File: src/rtl/axi_lite_cmd_master.sv
// Single-outstanding AXI4-Lite master: one valid/ready command in, one AXI4-Lite read or write
// out, one response back. A response timeout lets the requester recover from a hung slave.
`timescale 1ns/1ps

module axi_lite_cmd_master #(
  parameter int unsigned ADDR_WIDTH     = 4,
  parameter int unsigned TIMEOUT_CYCLES = 256
) (
  input  logic                  aclk,
  input  logic                  aresetn,

  input  logic                  cmd_valid,
  output logic                  cmd_ready,
  input  logic                  cmd_write,
  input  logic [ADDR_WIDTH-1:0] cmd_addr,
  input  logic [31:0]           cmd_wdata,
  input  logic [3:0]            cmd_wstrb,

  output logic                  rsp_valid,
  input  logic                  rsp_ready,
  output logic [31:0]           rsp_rdata,
  output logic [1:0]            rsp_resp,
  output logic                  rsp_timeout,

  output logic [ADDR_WIDTH-1:0] m_axi_awaddr,
  output logic [2:0]            m_axi_awprot,
  output logic                  m_axi_awvalid,
  input  logic                  m_axi_awready,
  output logic [31:0]           m_axi_wdata,
  output logic [3:0]            m_axi_wstrb,
  output logic                  m_axi_wvalid,
  input  logic                  m_axi_wready,
  input  logic [1:0]            m_axi_bresp,
  input  logic                  m_axi_bvalid,
  output logic                  m_axi_bready,
  output logic [ADDR_WIDTH-1:0] m_axi_araddr,
  output logic [2:0]            m_axi_arprot,
  output logic                  m_axi_arvalid,
  input  logic                  m_axi_arready,
  input  logic [31:0]           m_axi_rdata,
  input  logic [1:0]            m_axi_rresp,
  input  logic                  m_axi_rvalid,
  output logic                  m_axi_rready
);

  typedef enum logic [2:0] {IDLE, WADDR, WRESP, RADDR, RDATA, RSP} state_t;

  localparam int unsigned     CNT_W       = (TIMEOUT_CYCLES > 1) ? $clog2(TIMEOUT_CYCLES + 1) : 1;
  localparam logic [CNT_W-1:0] TIMEOUT_VAL = CNT_W'(TIMEOUT_CYCLES);

  state_t                state;
  logic [ADDR_WIDTH-1:0] addr_q;
  logic [31:0]           wdata_q;
  logic [3:0]            wstrb_q;
  logic [CNT_W-1:0]      tmo_cnt;
  logic                  tmo_hit;
  logic                  busy;
  logic                  xfer_done;
  logic                  aw_done;
  logic                  w_done;

  assign m_axi_awaddr = addr_q;
  assign m_axi_araddr = addr_q;
  assign m_axi_wdata  = wdata_q;
  assign m_axi_wstrb  = wstrb_q;
  assign m_axi_awprot = 3'b000;
  assign m_axi_arprot = 3'b000;

  assign busy      = (state == WADDR) || (state == WRESP) || (state == RADDR) || (state == RDATA);
  // The edge on which the counter would reach TIMEOUT_CYCLES is the abort edge.
  assign tmo_hit   = (TIMEOUT_CYCLES != 0) && busy && (tmo_cnt + 1'b1 == TIMEOUT_VAL);
  assign xfer_done = ((state == WRESP) && m_axi_bvalid && m_axi_bready) ||
                     ((state == RDATA) && m_axi_rvalid && m_axi_rready);
  assign aw_done   = !m_axi_awvalid || m_axi_awready;
  assign w_done    = !m_axi_wvalid  || m_axi_wready;

  // NOTE: all state here uses non-blocking assignments so every register samples pre-edge values.
  always_ff @(posedge aclk) begin
    if (!aresetn) begin
      state         <= IDLE;
      cmd_ready     <= 1'b0;
      addr_q        <= '0;
      wdata_q       <= '0;
      wstrb_q       <= '0;
      tmo_cnt       <= '0;
      m_axi_awvalid <= 1'b0;
      m_axi_wvalid  <= 1'b0;
      m_axi_bready  <= 1'b0;
      m_axi_arvalid <= 1'b0;
      m_axi_rready  <= 1'b0;
      rsp_valid     <= 1'b0;
      rsp_rdata     <= '0;
      rsp_resp      <= '0;
      rsp_timeout   <= 1'b0;
    end else begin
      if (busy) tmo_cnt <= tmo_cnt + 1'b1;

      case (state)
        IDLE: begin
          cmd_ready <= 1'b1;
          if (cmd_valid && cmd_ready) begin
            cmd_ready <= 1'b0;
            addr_q    <= cmd_addr;
            wdata_q   <= cmd_wdata;
            wstrb_q   <= cmd_wstrb;
            tmo_cnt   <= '0;
            if (cmd_write) begin
              state         <= WADDR;
              m_axi_awvalid <= 1'b1;
              m_axi_wvalid  <= 1'b1;
            end else begin
              state         <= RADDR;
              m_axi_arvalid <= 1'b1;
            end
          end
        end
        WADDR: begin
          if (m_axi_awready) m_axi_awvalid <= 1'b0;
          if (m_axi_wready)  m_axi_wvalid  <= 1'b0;
          if (aw_done && w_done) begin
            state        <= WRESP;
            m_axi_bready <= 1'b1;
          end
        end
        WRESP: begin
          if (m_axi_bvalid) begin
            state        <= RSP;
            m_axi_bready <= 1'b0;
            rsp_valid    <= 1'b1;
            rsp_resp     <= m_axi_bresp;
            rsp_rdata    <= '0;
            rsp_timeout  <= 1'b0;
          end
        end
        RADDR: begin
          if (m_axi_arready) begin
            state         <= RDATA;
            m_axi_arvalid <= 1'b0;
            m_axi_rready  <= 1'b1;
          end
        end
        RDATA: begin
          if (m_axi_rvalid) begin
            state        <= RSP;
            m_axi_rready <= 1'b0;
            rsp_valid    <= 1'b1;
            rsp_resp     <= m_axi_rresp;
            rsp_rdata    <= m_axi_rdata;
            rsp_timeout  <= 1'b0;
          end
        end
        RSP: begin
          if (rsp_ready) begin
            state     <= IDLE;
            rsp_valid <= 1'b0;
            cmd_ready <= 1'b1;
          end
        end
        default: state <= IDLE;
      endcase

      // NOTE: this later assignment overrides the per-state ones above, so the abort wins
      // over partial progress while a completing transfer (xfer_done) still wins over the abort.
      if (tmo_hit && !xfer_done) begin
        state         <= RSP;
        m_axi_awvalid <= 1'b0;
        m_axi_wvalid  <= 1'b0;
        m_axi_bready  <= 1'b0;
        m_axi_arvalid <= 1'b0;
        m_axi_rready  <= 1'b0;
        rsp_valid     <= 1'b1;
        rsp_resp      <= 2'b10;
        rsp_rdata     <= '0;
        rsp_timeout   <= 1'b1;
      end
    end
  end

endmodule
File: config.mk
export PLATFORM = sky130hd
export DESIGN_NAME = axi_lite_cmd_master
export DESIGN_NICKNAME = d
export VERILOG_FILES = /design/src/rtl/axi_lite_cmd_master.sv
export SDC_FILE = /design/constraint.sdc
export NUM_CORES = 1
export LEC_CHECK = 0
export BUFFER_PORTS_ARGS = -buffer_cell sky130_fd_sc_hd__buf_2
export CORE_ASPECT_RATIO = 0.75
export CORE_UTILIZATION = 47
export DETAILED_ROUTE_END_ITERATION = 8
export GPL_TIMING_DRIVEN = 0
export PLACE_DENSITY = 0.78
export SLEW_MARGIN = 10
export SYNTH_ARGS = -nofsm -noshare
export SYNTH_HDL_FRONTEND = slang
export SYNTH_SLANG_ARGS = --single-unit
File: constraint.sdc
create_clock -name aclk -period 2.3 [get_ports aclk]
set_input_delay 0 -clock aclk [delete_from_list [all_inputs] [get_ports aclk]]
set_output_delay 0 -clock aclk [all_outputs]
set_load 0.02 [all_outputs]
==> flow_metrics.py <==
metrics = {
    "logic_synthesis": {
        "yosys_warnings": 0,
        "synth_seq_area_share_pct": 47.79,
        "ys_types": 45,
        "postSynthCellCount": 493,
        "ys_ff_latch": 94,
        "synth_area_per_cell_um2": 7.987,
        "async_reset_ff_share_pct": 0,
        "ys.flop_type": "dfxtp_1",
        "synth_edf_count": 0,
        "synth.cell_area_um2": 3938,
    },
    "global_routing": {
        "gr-total-overflow": 0,
        "grt_pass1_vias": 4092,
        "gr-usage-all-layers_pct": 27.01,
        "antenna_found_initial": 0,
        "grt_max_degree": 16,
        "grt_pass1_wl_um": 18570,
    },
    "place": {
        "numPortBuffers": 171,
        "globalplace.congestion": 0.8831,
        "detailed_place_hpwl_um": 7735,
    },
    "cells_and_area": {
        "final_core_util_pct": 74.04,
        "diodes": 0,
        "fillers": 582,
        "layout_common_cells": "buf_2 (193), nand2_1 (136), dfxtp_1 (94), dlygate4sd3_1 (77), a21oi_1 (70)",
        "drive_gt1_share_pct": 31.50,
        "final_common_cell": "buf_2",
        "final-seq-area_um2": 1882,
        "final_nets": 844,
        "multiInputGateArea_um2": 1798,
        "area_delta_synth_final_pct": 50.21,
    },
    "floorplan": {
        "die_area_um2": 8751,
        "dieWidth_um": 107.7,
        "rows": 28,
        "core-area_um2": 7988,
        "io_pins": 178,
        "start_util_pct": 49.30,
        "die_h_um": 81.27,
    },
    "sta": {
        "tightest_slew_ps": 884.3,
        "finalSetupViolations": 0,
        "hold_slack_ps": 30.17,
        "final_max_slew_viol_count": 0,
        "final.period_utilization_pct": 86.46,
        "slew_headroom_pct": 40.62,
        "rsz0062_at_grt": "no",
        "finalCriticalPeriod_ps": 1989,
        "fmax_mhz": 502.9,
        "setup-tns-final_ps": 0,
        "final_hold_viol_count": 0,
        "finClkSkew_ps": 11.13,
    },
    "clocking": {
        "cts_root_buf": "clkbuf_8",
        "clk_pin_slew_ps": 90,
        "cts_buffers": 9,
        "clock-sinks": 94,
        "cts_tree": "built",
        "post_cts_buffers": 0,
        "clock_path_buffers": 2,
        "clock_latency_ps": 370,
        "h-tree-depth": 3,
    },
    "worst_setup_path": {
        "arrival_ps": 2300,
        "cpPeakStageDelay_ps": 400,
        "crit_path_cell_trace": "ha_1 -> nand4_1 -> nor2_1 -> or3_1 -> a31o_2 -> buf_6 -> buf_6 -> a21oi_2",
        "startpoint": "tmo_cnt[0]",
        "crit_family": "simple AND/OR/NAND/NOR gates",
        "critPathSlowestCell": "or3_1",
        "critPathMaxFanout": 10,
        "crit_top_cell": "buf_6",
        "reg2reg_from": "tmo_cnt[0]",
        "startpoint_type": "flip-flop",
        "cp.required_ps": 2610,
        "cp_num_buf_inv": 2,
        "worst_setup_path_end_kind": "flip-flop",
        "critPathKind": "flip-flop to flip-flop",
    },
    "worst_hold_path": {
        "hp-start": "m_axi_bresp[0]",
        "hold_path_class": "input port to flip-flop",
    },
    "drt": {
        "vias": 4386,
        "ant_nets": 0,
        "wirelength_um": 12150,
        "wl_per_cell_um": 14.01,
        "vias_per_cell": 5.059,
        "drc": 0,
        "dr.pass1.iters": 4,
        "drt_iter0_markers": 270,
    },
    "power": {
        "leakagePower_nw": 2.651,
        "finalPower_mw": 5.138,
        "vdd_drop_max_mv": 0.7738,
        "pwr_density_cell_nw_per_um2": 868.7,
    },
    "flow_run": {
        "drv_cap": 0,
    },
    "outcome": {
        "outcome": "completed",
    },
}
cells in the mapped netlist (2+ instances only):
cell type | number | area share (%)
nand3b_1 | 4 | 0.76
xnor2_1 | 5 | 1.1
a21oi_1 | 70 | 8.9
and3_1 | 3 | 0.48
buf_4 | 10 | 1.9
clkbuf_1 | 10 | 0.95
nand3_1 | 35 | 4.4
or3_1 | 2 | 0.32
inv_1 | 3 | 0.29
a21oi_2 | 11 | 2.4
nor2b_1 | 5 | 0.79
buf_6 | 3 | 0.86
xor2_1 | 6 | 1.3
buf_2 | 22 | 2.8
nor3_1 | 3 | 0.38
nor2_1 | 23 | 2.2
a311oi_1 | 2 | 0.44
o21ai_0 | 7 | 0.89
a211oi_1 | 6 | 1.1
or3b_2 | 2 | 0.44
nand2_1 | 136 | 13
mux2i_1 | 3 | 0.76
nand4_1 | 4 | 0.64
nand2b_1 | 4 | 0.64
dfxtp_1 | 94 | 48
power breakdown:
group	internal [mW]	switching (mW)	total, mW
clock network	0.532	0.575	1.11
logic	0.727	1.33	2.06
registers	1.85	0.122	1.97
total	3.11	2.03	5.14
timing repair:
action                                 in CTS  in global routing
gates resized for setup                     0                  0
hold buffers                               77                  0
endpoints found under the hold margin      79                  0
logic make-up after synthesis:
family,Yosys count,synth area share [%]
xor gates and xnor gates,11,2.447
buffers and inverters,50,7.022
and+or+nand+nor,227,25.48
AOI/OAI and AO/OA,106,16.08
muxes,3,0.7627
other,1,0.09524
adders and majority gates,1,0.3177
DFF,94,47.79
per-stage QoR:
stage	area (µm²)	setup slack, ps	std cells
5_1_grt	5914	193.2	867
3_5_place_dp	4943	357.2	774
6_report	5914	311.5	867
2_1_floorplan	3956	534.1	498
3_3_place_gp	4943	385.4	774
4_1_cts	5914	328.0	867
sequential cells by signal (all words and copies together) (netlist names):
name,cells
m_axi_arvalid,1
m_axi_bready,1
m_axi_wdata,32
tmo_cnt,9
rsp_resp,2
m_axi_wstrb,4
state,3
m_axi_wvalid,1
m_axi_awvalid,1
m_axi_araddr,4
rsp_rdata,32
cmd_ready,1
m_axi_rready,1
rsp_timeout,1
rsp_valid,1
routing by layer:
layer	track usage, %	share of wire [%]
met1	30.41	41
met2	48.27	49
met3	8.748	8.1
met4	9.589	1.6
met5	0	0
worst paths after layout:
check / cells past startpoint / slack, ps / to
max: 8 / 310 / rsp_rdata[15]
min: 3 / 30 / rsp_resp[0]
max reg2reg: 8 / 310 / rsp_rdata[15]
min reg2reg: 2 / 450 / rsp_rdata[25]
worst register-to-register path, stage by stage (launching register included):
cell	delay (ps)
dfxtp_1	350
ha_1	280
nand4_1	150
nor2_1	60
or3_1	400
a31o_2	280
buf_6	150
buf_6	150
a21oi_2	120
cell type report:
type / instances / area share (%)
tap: 105 / 2.221
clock inverter: 5 / 0.9943
inverter: 4 / 0.2539
sequential: 94 / 31.82
buffer: 46 / 4.421
multi-input combinational: 354 / 30.40
timing repair buffer: 248 / 27.50
clock buffer: 11 / 2.391
Power figures use the tool's default switching activity.
